[src/rtl/v_tile_pkg.sv]
// Shared types for the v_tile scheduler: FSM state encoding, dest field width
// and the default-sized lane vector alias.
package v_tile_pkg;

  localparam int DEST_W   = 4;
  localparam int VT_WIDTH = 16;
  localparam int VT_LANES = 4;

  typedef logic [VT_LANES-1:0][VT_WIDTH-1:0] vec_t;

  typedef enum logic [2:0] {
    IDLE,
    CFG,
    OPS,
    FIRE,
    RESP
  } sched_state_e;

endpackage

[src/rtl/v_tile_sched_rr_arbiter.sv]
// Combinational round-robin arbiter: first set request at or after ptr, wrapping.
module rr_arbiter #(
  parameter  int num_req = 4,
  localparam int IDX_W   = $clog2(num_req)
) (
  input  logic [num_req-1:0] req,
  input  logic [IDX_W-1:0]   ptr,
  output logic [num_req-1:0] grant,
  output logic [IDX_W-1:0]   idx,
  output logic               any
);

  localparam logic [IDX_W:0] N_L = (IDX_W+1)'(num_req);

  logic [num_req-1:0][IDX_W-1:0] cand;
  logic [num_req-1:0]            req_rot;

  // req_rot[k] is the request k positions after ptr
  for (genvar gi = 0; gi < num_req; gi++) begin : g_rot
    localparam logic [IDX_W:0] OFF = (IDX_W+1)'(gi);
    logic [IDX_W:0] sum;
    logic [IDX_W:0] wrapped;
    assign sum         = {1'b0, ptr} + OFF;
    assign wrapped     = sum - N_L;
    assign cand[gi]    = (sum >= N_L) ? wrapped[IDX_W-1:0] : sum[IDX_W-1:0];
    assign req_rot[gi] = req[cand[gi]];
  end

  always_comb begin
    grant = '0;
    idx   = '0;
    any   = 1'b0;
    for (int i = num_req - 1; i >= 0; i--) begin
      if (req_rot[i]) begin
        idx = cand[i];
        any = 1'b1;
      end
    end
    if (any) grant[idx] = 1'b1;
  end

endmodule

[src/rtl/v_tile_sched.sv]
// Round-robin job scheduler sharing one v_tile: grant, config write, operand
// writes, fire with timeout, then hold the result until the consumer takes it.
module v_tile_sched
  import v_tile_pkg::*;
#(
  parameter  int width          = 16,
  parameter  int num_inputs     = 4,
  parameter  int num_req        = 4,
  parameter  int timeout_cycles = 64,
  localparam int ID_W           = $clog2(num_req)
) (
  input  logic                                         clk,
  input  logic                                         reset,
  input  logic [num_req-1:0]                           req_valid,
  input  logic [num_req-1:0][width-1:0]                req_cfg,
  input  logic [num_req-1:0][num_inputs-1:0][width-1:0] req_va,
  input  logic [num_req-1:0][num_inputs-1:0][width-1:0] req_vb,
  output logic [num_req-1:0]                           req_grant,
  output logic                                         cfg_en,
  input  logic                                         cfg_rdy,
  input  logic                                         cfg_ack,
  output logic [width-1:0]                             cfg_data,
  output logic                                         va_en,
  input  logic                                         va_rdy,
  input  logic                                         va_ack,
  output logic [num_inputs-1:0][width-1:0]             va_data,
  output logic                                         vb_en,
  input  logic                                         vb_rdy,
  input  logic                                         vb_ack,
  output logic [num_inputs-1:0][width-1:0]             vb_data,
  output logic                                         tile_on,
  input  logic                                         tile_ack,
  input  logic [num_inputs-1:0][width-1:0]             tile_out,
  input  logic [DEST_W-1:0]                            tile_dest,
  output logic                                         res_valid,
  input  logic                                         res_ready,
  output logic [num_inputs-1:0][width-1:0]             res_data,
  output logic [ID_W-1:0]                              res_id,
  output logic [DEST_W-1:0]                            res_dest,
  output logic                                         res_err,
  output logic                                         busy
);

  localparam int             CNT_W    = $clog2(timeout_cycles + 1);
  localparam logic [CNT_W-1:0] CNT_LAST = CNT_W'(timeout_cycles - 1);
  localparam logic [ID_W-1:0]  ID_LAST  = ID_W'(num_req - 1);

  sched_state_e                     state_reg;
  logic [ID_W-1:0]                  ptr_reg;
  logic [num_req-1:0]               req_grant_reg;
  logic [width-1:0]                 cfg_data_reg;
  logic [num_inputs-1:0][width-1:0] va_data_reg;
  logic [num_inputs-1:0][width-1:0] vb_data_reg;
  logic                             va_done_reg;
  logic                             vb_done_reg;
  logic                             tile_on_reg;
  logic [CNT_W-1:0]                 cnt_reg;
  logic                             res_valid_reg;
  logic [num_inputs-1:0][width-1:0] res_data_reg;
  logic [ID_W-1:0]                  res_id_reg;
  logic [DEST_W-1:0]                res_dest_reg;
  logic                             res_err_reg;

  logic [num_req-1:0] arb_grant;
  logic [ID_W-1:0]    arb_idx;
  logic               arb_any;

  rr_arbiter #(.num_req(num_req)) u_arb (
    .req   (req_valid),
    .ptr   (ptr_reg),
    .grant (arb_grant),
    .idx   (arb_idx),
    .any   (arb_any)
  );

  always_ff @(posedge clk) begin
    if (reset) begin
      state_reg     <= IDLE;
      ptr_reg       <= '0;
      req_grant_reg <= '0;
      cfg_data_reg  <= '0;
      va_data_reg   <= '0;
      vb_data_reg   <= '0;
      va_done_reg   <= 1'b0;
      vb_done_reg   <= 1'b0;
      tile_on_reg   <= 1'b0;
      cnt_reg       <= '0;
      res_valid_reg <= 1'b0;
      res_data_reg  <= '0;
      res_id_reg    <= '0;
      res_dest_reg  <= '0;
      res_err_reg   <= 1'b0;
    end else begin
      req_grant_reg <= '0;
      case (state_reg)
        IDLE: begin
          if (arb_any) begin
            cfg_data_reg  <= req_cfg[arb_idx];
            va_data_reg   <= req_va[arb_idx];
            vb_data_reg   <= req_vb[arb_idx];
            req_grant_reg <= arb_grant;
            res_id_reg    <= arb_idx;
            state_reg     <= CFG;
          end
        end
        CFG: begin
          if (cfg_ack) state_reg <= OPS;
        end
        OPS: begin
          // Ports finish independently; advance once both have been acked
          va_done_reg <= va_done_reg | va_ack;
          vb_done_reg <= vb_done_reg | vb_ack;
          if ((va_done_reg | va_ack) && (vb_done_reg | vb_ack)) begin
            va_done_reg <= 1'b0;
            vb_done_reg <= 1'b0;
            tile_on_reg <= 1'b1;
            cnt_reg     <= '0;
            state_reg   <= FIRE;
          end
        end
        FIRE: begin
          if (tile_ack) begin
            res_data_reg  <= tile_out;
            res_dest_reg  <= tile_dest;
            res_err_reg   <= 1'b0;
            tile_on_reg   <= 1'b0;
            res_valid_reg <= 1'b1;
            state_reg     <= RESP;
          end else if (cnt_reg == CNT_LAST) begin
            res_data_reg  <= '0;
            res_err_reg   <= 1'b1;
            tile_on_reg   <= 1'b0;
            res_valid_reg <= 1'b1;
            state_reg     <= RESP;
          end else begin
            cnt_reg <= cnt_reg + 1'b1;
          end
        end
        RESP: begin
          if (res_ready) begin
            res_valid_reg <= 1'b0;
            ptr_reg       <= (res_id_reg == ID_LAST) ? '0 : res_id_reg + 1'b1;
            state_reg     <= IDLE;
          end
        end
        default: state_reg <= IDLE;
      endcase
    end
  end

  // Write enables follow the tile's ready directly so a stalled port never fires
  assign cfg_en    = (state_reg == CFG) && cfg_rdy;
  assign va_en     = (state_reg == OPS) && va_rdy && !va_done_reg;
  assign vb_en     = (state_reg == OPS) && vb_rdy && !vb_done_reg;
  assign req_grant = req_grant_reg;
  assign cfg_data  = cfg_data_reg;
  assign va_data   = va_data_reg;
  assign vb_data   = vb_data_reg;
  assign tile_on   = tile_on_reg;
  assign res_valid = res_valid_reg;
  assign res_data  = res_data_reg;
  assign res_id    = res_id_reg;
  assign res_dest  = res_dest_reg;
  assign res_err   = res_err_reg;
  assign busy      = (state_reg != IDLE);

endmodule
[config.mk]
export PLATFORM = sky130hd
export DESIGN_NAME = v_tile_sched
export DESIGN_NICKNAME = d
export VERILOG_FILES = /design/src/rtl/v_tile_pkg.sv /design/src/rtl/v_tile_sched_rr_arbiter.sv /design/src/rtl/v_tile_sched.sv
export SDC_FILE = /design/constraint.sdc
export NUM_CORES = 1
export LEC_CHECK = 0
export ABC_AREA = 1
export CAP_MARGIN = 40
export CELL_PAD_IN_SITES_DETAIL_PLACEMENT = 1
export CELL_PAD_IN_SITES_GLOBAL_PLACEMENT = 1
export CORE_AREA = 2 2 345 347
export CTS_CLUSTER_SIZE = 10
export DETAILED_ROUTE_END_ITERATION = 10
export DIE_AREA = 0 0 347 349
export GPL_ROUTABILITY_DRIVEN = 1
export HOLD_SLACK_MARGIN = 0.05
export PLACE_DENSITY = 0.48
export SLEW_MARGIN = 0
export SYNTH_ARGS = -nofsm -noshare
export SYNTH_HDL_FRONTEND = slang
export SYNTH_SLANG_ARGS = --single-unit
export TNS_END_PERCENT = 10
[constraint.sdc]
create_clock -name clk -period 2.3 [get_ports clk]
set_clock_uncertainty 0.2 [all_clocks]
set_input_delay 0.575 -clock clk [delete_from_list [all_inputs] [get_ports clk]]
set_output_delay 0.575 -clock clk [all_outputs]
set_load 0.01 [all_outputs]
==> results of run 1 <==
[per-stage QoR]
| step | instance area (um^2) | TNS (ns) | power (mW) | util (%) |
|---|---|---|---|---|
| 4_1_cts | 28300 | -10.99 | 27.8 | 24.1 |
| 2_1_floorplan | 13200 | 0 | 11.4 | - |
| 3_3_place_gp | 25300 | -129.77 | 20.3 | 21.5 |
| 3_5_place_dp | 25300 | -128.12 | 20.3 | 21.5 |
| 5_1_grt | 28900 | -27.90 | 29.9 | 24.6 |
| 6_report | 29000 | -9.76 | 28.1 | 24.7 |
[power by group through the flow]
stage / Combinational, mW / Clock [mW] / Sequential (mW)
floorplan: 4.60 / 0 / 6.83
finish: 15.1 / 6.49 / 6.43
detailed placement: 13.8 / 0 / 6.46
CTS: 14.6 / 6.78 / 6.42
global placement: 13.8 / 0 / 6.45
global route: 16.4 / 6.93 / 6.61
[cells by family (layout without fill, tap and decap cells)]
logic type / count (synthesis) / in the layout
buffers and inverters: 226 / 1268
AND/OR/NAND/NOR: 1383 / 1383
adder cells (fa/ha/maj): 2 / 2
AO/OA/AOI/OAI: 244 / 244
flip-flops: 235 / 235
other: 0 / 7
[placed cells by master, fill, tap and decap left out, types with 7 or more instances in the layout]
cell | Yosys | routed
o21ai_0 | 153 | 102
dfxtp_1 | 235 | 227
buf_12 | 0 | 56
dlygate4sd2_1 | 0 | 178
clkbuf_16 | 0 | 45
o21ai_1 | 2 | 42
nand2_4 | 0 | 26
inv_1 | 24 | 17
nand3_2 | 3 | 57
clkdlybuf4s50_1 | 0 | 698
inv_2 | 2 | 8
clkbuf_8 | 0 | 11
nand3_4 | 0 | 12
buf_16 | 0 | 22
diode_2 | 0 | 7
buf_4 | 1 | 132
nand2_2 | 2 | 49
nor2_2 | 3 | 23
buf_6 | 7 | 56
buf_8 | 0 | 15
nand4_1 | 120 | 120
nor2_1 | 309 | 274
nand3_1 | 508 | 442
nor2_4 | 1 | 16
nand2_1 | 427 | 350
a21oi_1 | 82 | 82
[repair_timing]
action / in CTS / in global routing
cloned: 16 / 5
pin swaps: 46 / 36
setup buffers: 30 / 15
resized for setup: 540 / 140
hold endpoints to repair: 0 / 0
endpoints found under the setup margin: 328 / 186
[worst paths after layout]
| check | start | endpoint | slack [ns] | depth (start not counted) |
|---|---|---|---|---|
| max | ptr_reg[0]$_SDFFE_PP0P_ | cfg_data[7]$_SDFFE_PP0P_ | -0.14 | 16 |
| min | res_dest[2]$_SDFFE_PP0P_ | res_dest[2]$_SDFFE_PP0P_ | 0.27 | 2 |
| max reg2reg | ptr_reg[0]$_SDFFE_PP0P_ | cfg_data[7]$_SDFFE_PP0P_ | -0.14 | 16 |
| min reg2reg | res_dest[2]$_SDFFE_PP0P_ | res_dest[2]$_SDFFE_PP0P_ | 0.27 | 2 |
[cell type report]
type | instances | area, um^2 | area share [%]
flip-flops and latches | 235 | 4720 | 16.3
well taps | 1536 | 1920 | 6.64
clock buffers | 57 | 1170 | 4.06
multi-input cells | 1629 | 8500 | 29.4
clock inverters | 14 | 191 | 0.661
repair buffers | 1169 | 12300 | 42.5
diodes | 7 | 17.5 | 0.0605
inverters | 28 | 115 | 0.398
[tightest hold or removal path, stage by stage (launching register included)]
cell,delay (ns)
dfxtp_1,0.30
nand2_1,0.06
a21oi_1,0.06
[layer usage]
| metal | wire length, um | vias up |
|---|---|---|
| met5 | 81 | - |
| met4 | 2050 | 12 |
| met2 | 52700 | 611 |
| met3 | 6820 | 107 |
| met1 | 48900 | 9292 |
| li1 | - | 9189 |
==> flow_metrics.py, run 1 <==
metrics = {
    "floorplan": {
        "dieArea_um2": 121000,
        "ioPinCount": 883,
        "rows": 126,
        "initial_core_util_pct": 11.2,
        "die_h_um": 349,
        "fp.coreArea_um2": 117000,
        "die_w_um": 347,
    },
    "yosys": {
        "ys_top_cells_by_area": "dfxtp_1, nand3_1, nand2_1, nor2_1, o21ai_0",
        "syn_nets": 2750,
        "yosysUniqueCellTypes": 31,
        "yosysMostFrequentCell": "nand3_1",
        "synth_warnings": 0,
        "synth_compound_area_share_pct": 9.39,
        "synth_adder_area_share_pct": 0.190,
        "ys_seq_elements": 235,
        "syn_inst": 2090,
        "seq_area_frac_synth_pct": 35.7,
        "synth-edff-count": 0,
        "avgSynthCellArea_um2": 6.31,
        "syn_area_um2": 13200,
        "synthXorXnorAreaFrac_pct": 0,
        "ys.flop_type": "dfxtp_1",
        "synthSimpleGateAreaFrac_pct": 46.9,
        "muxShareOfSynthArea_pct": 0,
        "synth_top_family_by_area": "simple AND/OR/NAND/NOR gates",
        "yosys.area.top_type": "dfxtp_1",
        "synth_top_area_share_pct": 35.7,
        "synth_commonest_cells": "nand3_1, nand2_1, nor2_1",
        "async_flop_share_pct": 0,
    },
    "detailed_routing": {
        "drc": 0,
        "post_drt_via_cell_ratio": 4.11,
        "drt_wl_total_um": 110000,
        "ant_nets": 0,
        "drt-pass1-iter-count": 5,
        "dr_total_vias": 19211,
        "drt_iter0_markers": 913,
        "wl_per_cell_um": 23.6,
    },
    "setup_path": {
        "crit_path_start_kind": "flop",
        "cp_max_fo": 8,
        "cp-end-kind": "flop",
        "critPathKind": "flop to flop",
        "slowest_stage": "dfxtp_2",
        "arrival_ns": 2.76,
        "worst_path_dominant_cell_family": "buffers and inverters",
        "cpPeakStageDelay_ns": 0.36,
        "cpMostUsedCell": "buf_6",
        "path_cells": "buf_6 > nand2_4 > o21ai_4 > nand2_2 > buf_6 > nand3_4 > buf_6 > nand3_4 > nor2_4 > buf_12 > buf_16 > buf_12 > nand2_1 > nand3_2 > nor2_1 > nor2_1",
        "cp.buffers_inverters": 6,
        "worstPathRequired_ns": 2.62,
    },
    "cts": {
        "cts_hold_buffers": 0,
        "cts_made_buffers": 39,
        "cts_buffer_depth": 3,
        "clk_latency_ns": 0.59,
        "cts.clk_slew.worst_paths_ns": 0.06,
        "h-tree-depth": 2,
        "cts_tree": "done",
        "cts_root_buf": "clkbuf_16",
        "clock-sinks": 235,
    },
    "power_and_ir_drop": {
        "combPwrFrac_pct": 53.9,
        "powerDensity_nw_per_um2": 969,
        "ir_worst_vdd_mv": 0.445,
        "swShare_pct": 41.4,
        "p_sw_mw": 11.6,
        "p_leak_nw": 12.2,
        "pwr-share-seq_pct": 22.9,
        "power.internal_mw": 16.4,
        "clock_power_share_pct": 23.1,
    },
    "global_routing": {
        "grt.busiest_layer": "met2",
        "antenna_found_initial": 18,
        "grt_pass1_vias": 19738,
        "met2_usage_pct": 29.0,
        "grt.met3_usage_pct": 4.52,
        "use_met1_pct": 21.7,
        "grt_pass1_wl_um": 150000,
        "grt_start_max_net_pins": 77,
        "grt_overflow": 0,
        "grtUsageTotal_pct": 17.1,
    },
    "status": {
        "violations": "setup timing",
        "outcome": "finished with violations",
    },
    "sta": {
        "finalHoldViolations": 0,
        "timing.hold.ws_ns": 0.266,
        "postLayoutSetupSlackWorst_ns": -0.141,
        "final.period_utilization_pct": 106,
        "setup-violations-final": 139,
        "relSlewSlack_pct": 67.7,
        "period_needed_ns": 2.44,
        "tightest_slew_ns": 0.480,
        "rsz0062_at_grt": "yes",
        "drv_slew": 0,
        "clock.fmax_mhz": 410,
    },
    "place": {
        "place_inst": 4539,
        "gp_congestion": 0.899,
        "hpwl_um": 83100,
        "io_buffers": 882,
        "dp_slack_ns": -1.21,
    },
    "cells_and_area": {
        "fillCellCount": 14033,
        "fin_cells": 4675,
        "area_growth_pct": 120,
        "nNetsFinal": 3762,
        "drive_gt1_share_pct": 18.5,
    },
    "worst_hold_path": {
        "hp-class": "flop to flop",
    },
    "job": {
        "maxCapViolCount": 0,
    },
}
Power figures use the tool's default switching activity.
==> run 2: changes to the inputs <==
==> constraint.sdc (replaced) <==
create_clock -name clk -period 2.7 [get_ports clk]
set_clock_uncertainty 0.2 [all_clocks]
set_input_delay 0.675 -clock clk [delete_from_list [all_inputs] [get_ports clk]]
set_output_delay 0.675 -clock clk [all_outputs]
set_load 0.01 [all_outputs]
==> run 2 against run 1 <==
The run now ends clean. Sequential power down 16%. Die area unchanged. Sequential share of layout area is 1.5 points higher. Clock power decreased by 26%. Wire length down 7.2%. Power is 22% lower. Critical path depth did not move. Worst setup slack better by 0.21 ns. First-iteration DRC count grew 12%. Critical path type is now primary input to flop. Critical endpoint is now vb_data[42]$_SDFFE_PP0P_. Largest power group unchanged.
==> flow_metrics.py, run 2 (synthesized netlist as in run 1, its figures left out) <==
metrics = {
    "status": {
        "outcome": "finished, final reports clean",
    },
    "cells_and_area": {
        "fillCellCount": 14139,
        "fin_util_pct": 22.6,
        "drive_gt1_share_pct": 9.99,
        "nNetsFinal": 3675,
        "layout_commonest_cell": "clkdlybuf4s50_1",
        "area_growth_pct": 101,
        "stdcell_area_um2": 26500,
        "final_cell_mix": "clkdlybuf4s50_1, nand3_1, nand2_1",
        "fin_cells": 4584,
        "register_area_um2": 4710,
        "multi_input_area_um2": 7610,
    },
    "cts": {
        "h-tree-depth": 2,
        "cts_root_buf": "clkbuf_16",
        "cts_made_buffers": 37,
        "clk_latency_ns": 0.58,
        "cts_tree": "done",
        "clock-sinks": 235,
        "cts.clk_slew.worst_paths_ns": 0.05,
        "cts_buffer_depth": 3,
    },
    "floorplan": {
        "die_h_um": 349,
        "dieArea_um2": 121000,
        "fp.coreArea_um2": 117000,
        "ioPinCount": 883,
        "die_w_um": 347,
        "initial_core_util_pct": 11.2,
        "rows": 126,
    },
    "setup_path": {
        "cp-end-kind": "flop",
        "worstPathRequired_ns": 2.96,
        "cp_max_fo": 22,
        "critPathKind": "primary input to flop",
        "worst_r2r_endpoint": "vb_data[3]$_SDFFE_PP0P_",
        "arrival_ns": 2.89,
        "rr_worst_depth": 13,
        "rrSetupSlack_ns": 0.16,
        "r2r-start": "ptr_reg[0]$_SDFFE_PP0P_",
        "crit_path_start_kind": "primary input",
    },
    "place": {
        "placed_area_um2": 25000,
        "place_inst": 4503,
        "gp_congestion": 0.878,
        "io_buffers": 882,
        "dp_slack_ns": -0.718,
        "hpwl_um": 81500,
    },
    "sta": {
        "clock.fmax_mhz": 381,
        "tightest_slew_ns": 0.465,
        "timing.hold.ws_ns": 0.270,
        "period_needed_ns": 2.63,
        "relSlewSlack_pct": 68.7,
        "postLayoutSetupSlackWorst_ns": 0.0729,
        "rsz0062_at_grt": "yes",
        "drv_slew": 0,
        "final.period_utilization_pct": 97.3,
        "finalHoldViolations": 0,
        "setup-violations-final": 0,
    },
    "global_routing": {
        "grt_pass1_vias": 19177,
        "grt_pass1_wl_um": 140000,
        "grt_start_max_net_pins": 77,
        "grt_overflow": 0,
        "grtUsageTotal_pct": 15.8,
        "antenna_found_initial": 22,
    },
    "detailed_routing": {
        "post_drt_via_cell_ratio": 4.04,
        "drc": 0,
        "dr_total_vias": 18506,
        "drt_iter0_markers": 1024,
        "drt_wl_total_um": 103000,
        "drt-pass1-iter-count": 5,
        "ant_nets": 0,
        "wl_per_cell_um": 22.4,
    },
    "power_and_ir_drop": {
        "p_leak_nw": 10.3,
        "powerDensity_nw_per_um2": 828,
        "ir_worst_vdd_mv": 0.359,
    },
    "worst_hold_path": {
        "hold_start": "res_err$_SDFFE_PP0P_",
        "min_to": "res_err$_SDFFE_PP0P_",
        "min_path_cells": 2,
        "hp-class": "flop to flop",
    },
    "job": {
        "maxCapViolCount": 0,
    },
}
run 2: repair_timing:
item / in CTS / in global routing
setup endpoints to repair: 8 / 116
cloned: 0 / 4
buffers inserted: 0 / 5
gates resized for setup: 14 / 38
hold buffers: 0 / 0
pin swaps: 0 / 6
run 2: per-stage QoR:
step / setup TNS (ns) / total power [mW]
2_1_floorplan: 0 / 9.73
3_3_place_gp: -79.17 / 16.9
3_5_place_dp: -75.11 / 16.9
4_1_cts: 0 / 22.0
5_1_grt: -0.0665 / 23.5
6_report: 0 / 21.9
run 2: how the worst max path moves through the flow:
stage	cells after the start	end	startpoint
after detailed placement	16	vb_data[18]$_SDFFE_PP0P_	req_valid[0]
after global placement	16	vb_data[18]$_SDFFE_PP0P_	req_valid[0]
after CTS	15	cfg_data[2]$_SDFFE_PP0P_	req_valid[0]
final	16	vb_data[42]$_SDFFE_PP0P_	req_valid[1]
after global routing	16	vb_data[43]$_SDFFE_PP0P_	req_valid[1]
after floorplan	13	vb_data[41]$_SDFFE_PP0P_	req_valid[1]
run 2: power by group:
part	total [mW]	switching, mW	leakage, nW	internal, mW
Sequential	5.43	0.757	1.93	4.68
Clock	4.83	2.00	0.589	2.83
Combinational	11.7	6.24	7.75	5.43
Total	21.9	9.00	10.3	12.9
run 2: worst max-delay path, stage by stage:
cell and delay, ns:
clkdlybuf4s50_1 0.48, inv_2 0.06, nand2_1 0.09, nand3_1 0.13, nand2_2 0.10, nand3_2 0.08, buf_4 0.15, nand3_4 0.08
nand2_8 0.08, buf_12 0.16, buf_4 0.19, nand3_1 0.07, nand3_2 0.17, buf_12 0.18, nor2_1 0.08, nor2_1 0.04
run 2: area by class of cell:
| cell class | count | area share [%] |
|---|---|---|
| Clock buffer | 53 | 3.98 |
| Sequential cell | 235 | 17.8 |
| Clock inverter | 14 | 0.486 |
| Antenna cell | 5 | 0.0472 |
| Inverter | 28 | 0.415 |
| Multi-Input combinational cell | 1629 | 28.7 |
| Timing Repair Buffer | 1084 | 41.4 |
| Tap cell | 1536 | 7.25 |
run 2: routing by layer:
layer	part of all wire, %	GRT usage, %
met1	43	19.7
met5	0.13	0
met4	2.2	4.01
met3	7.1	4.55
met2	47	26.5
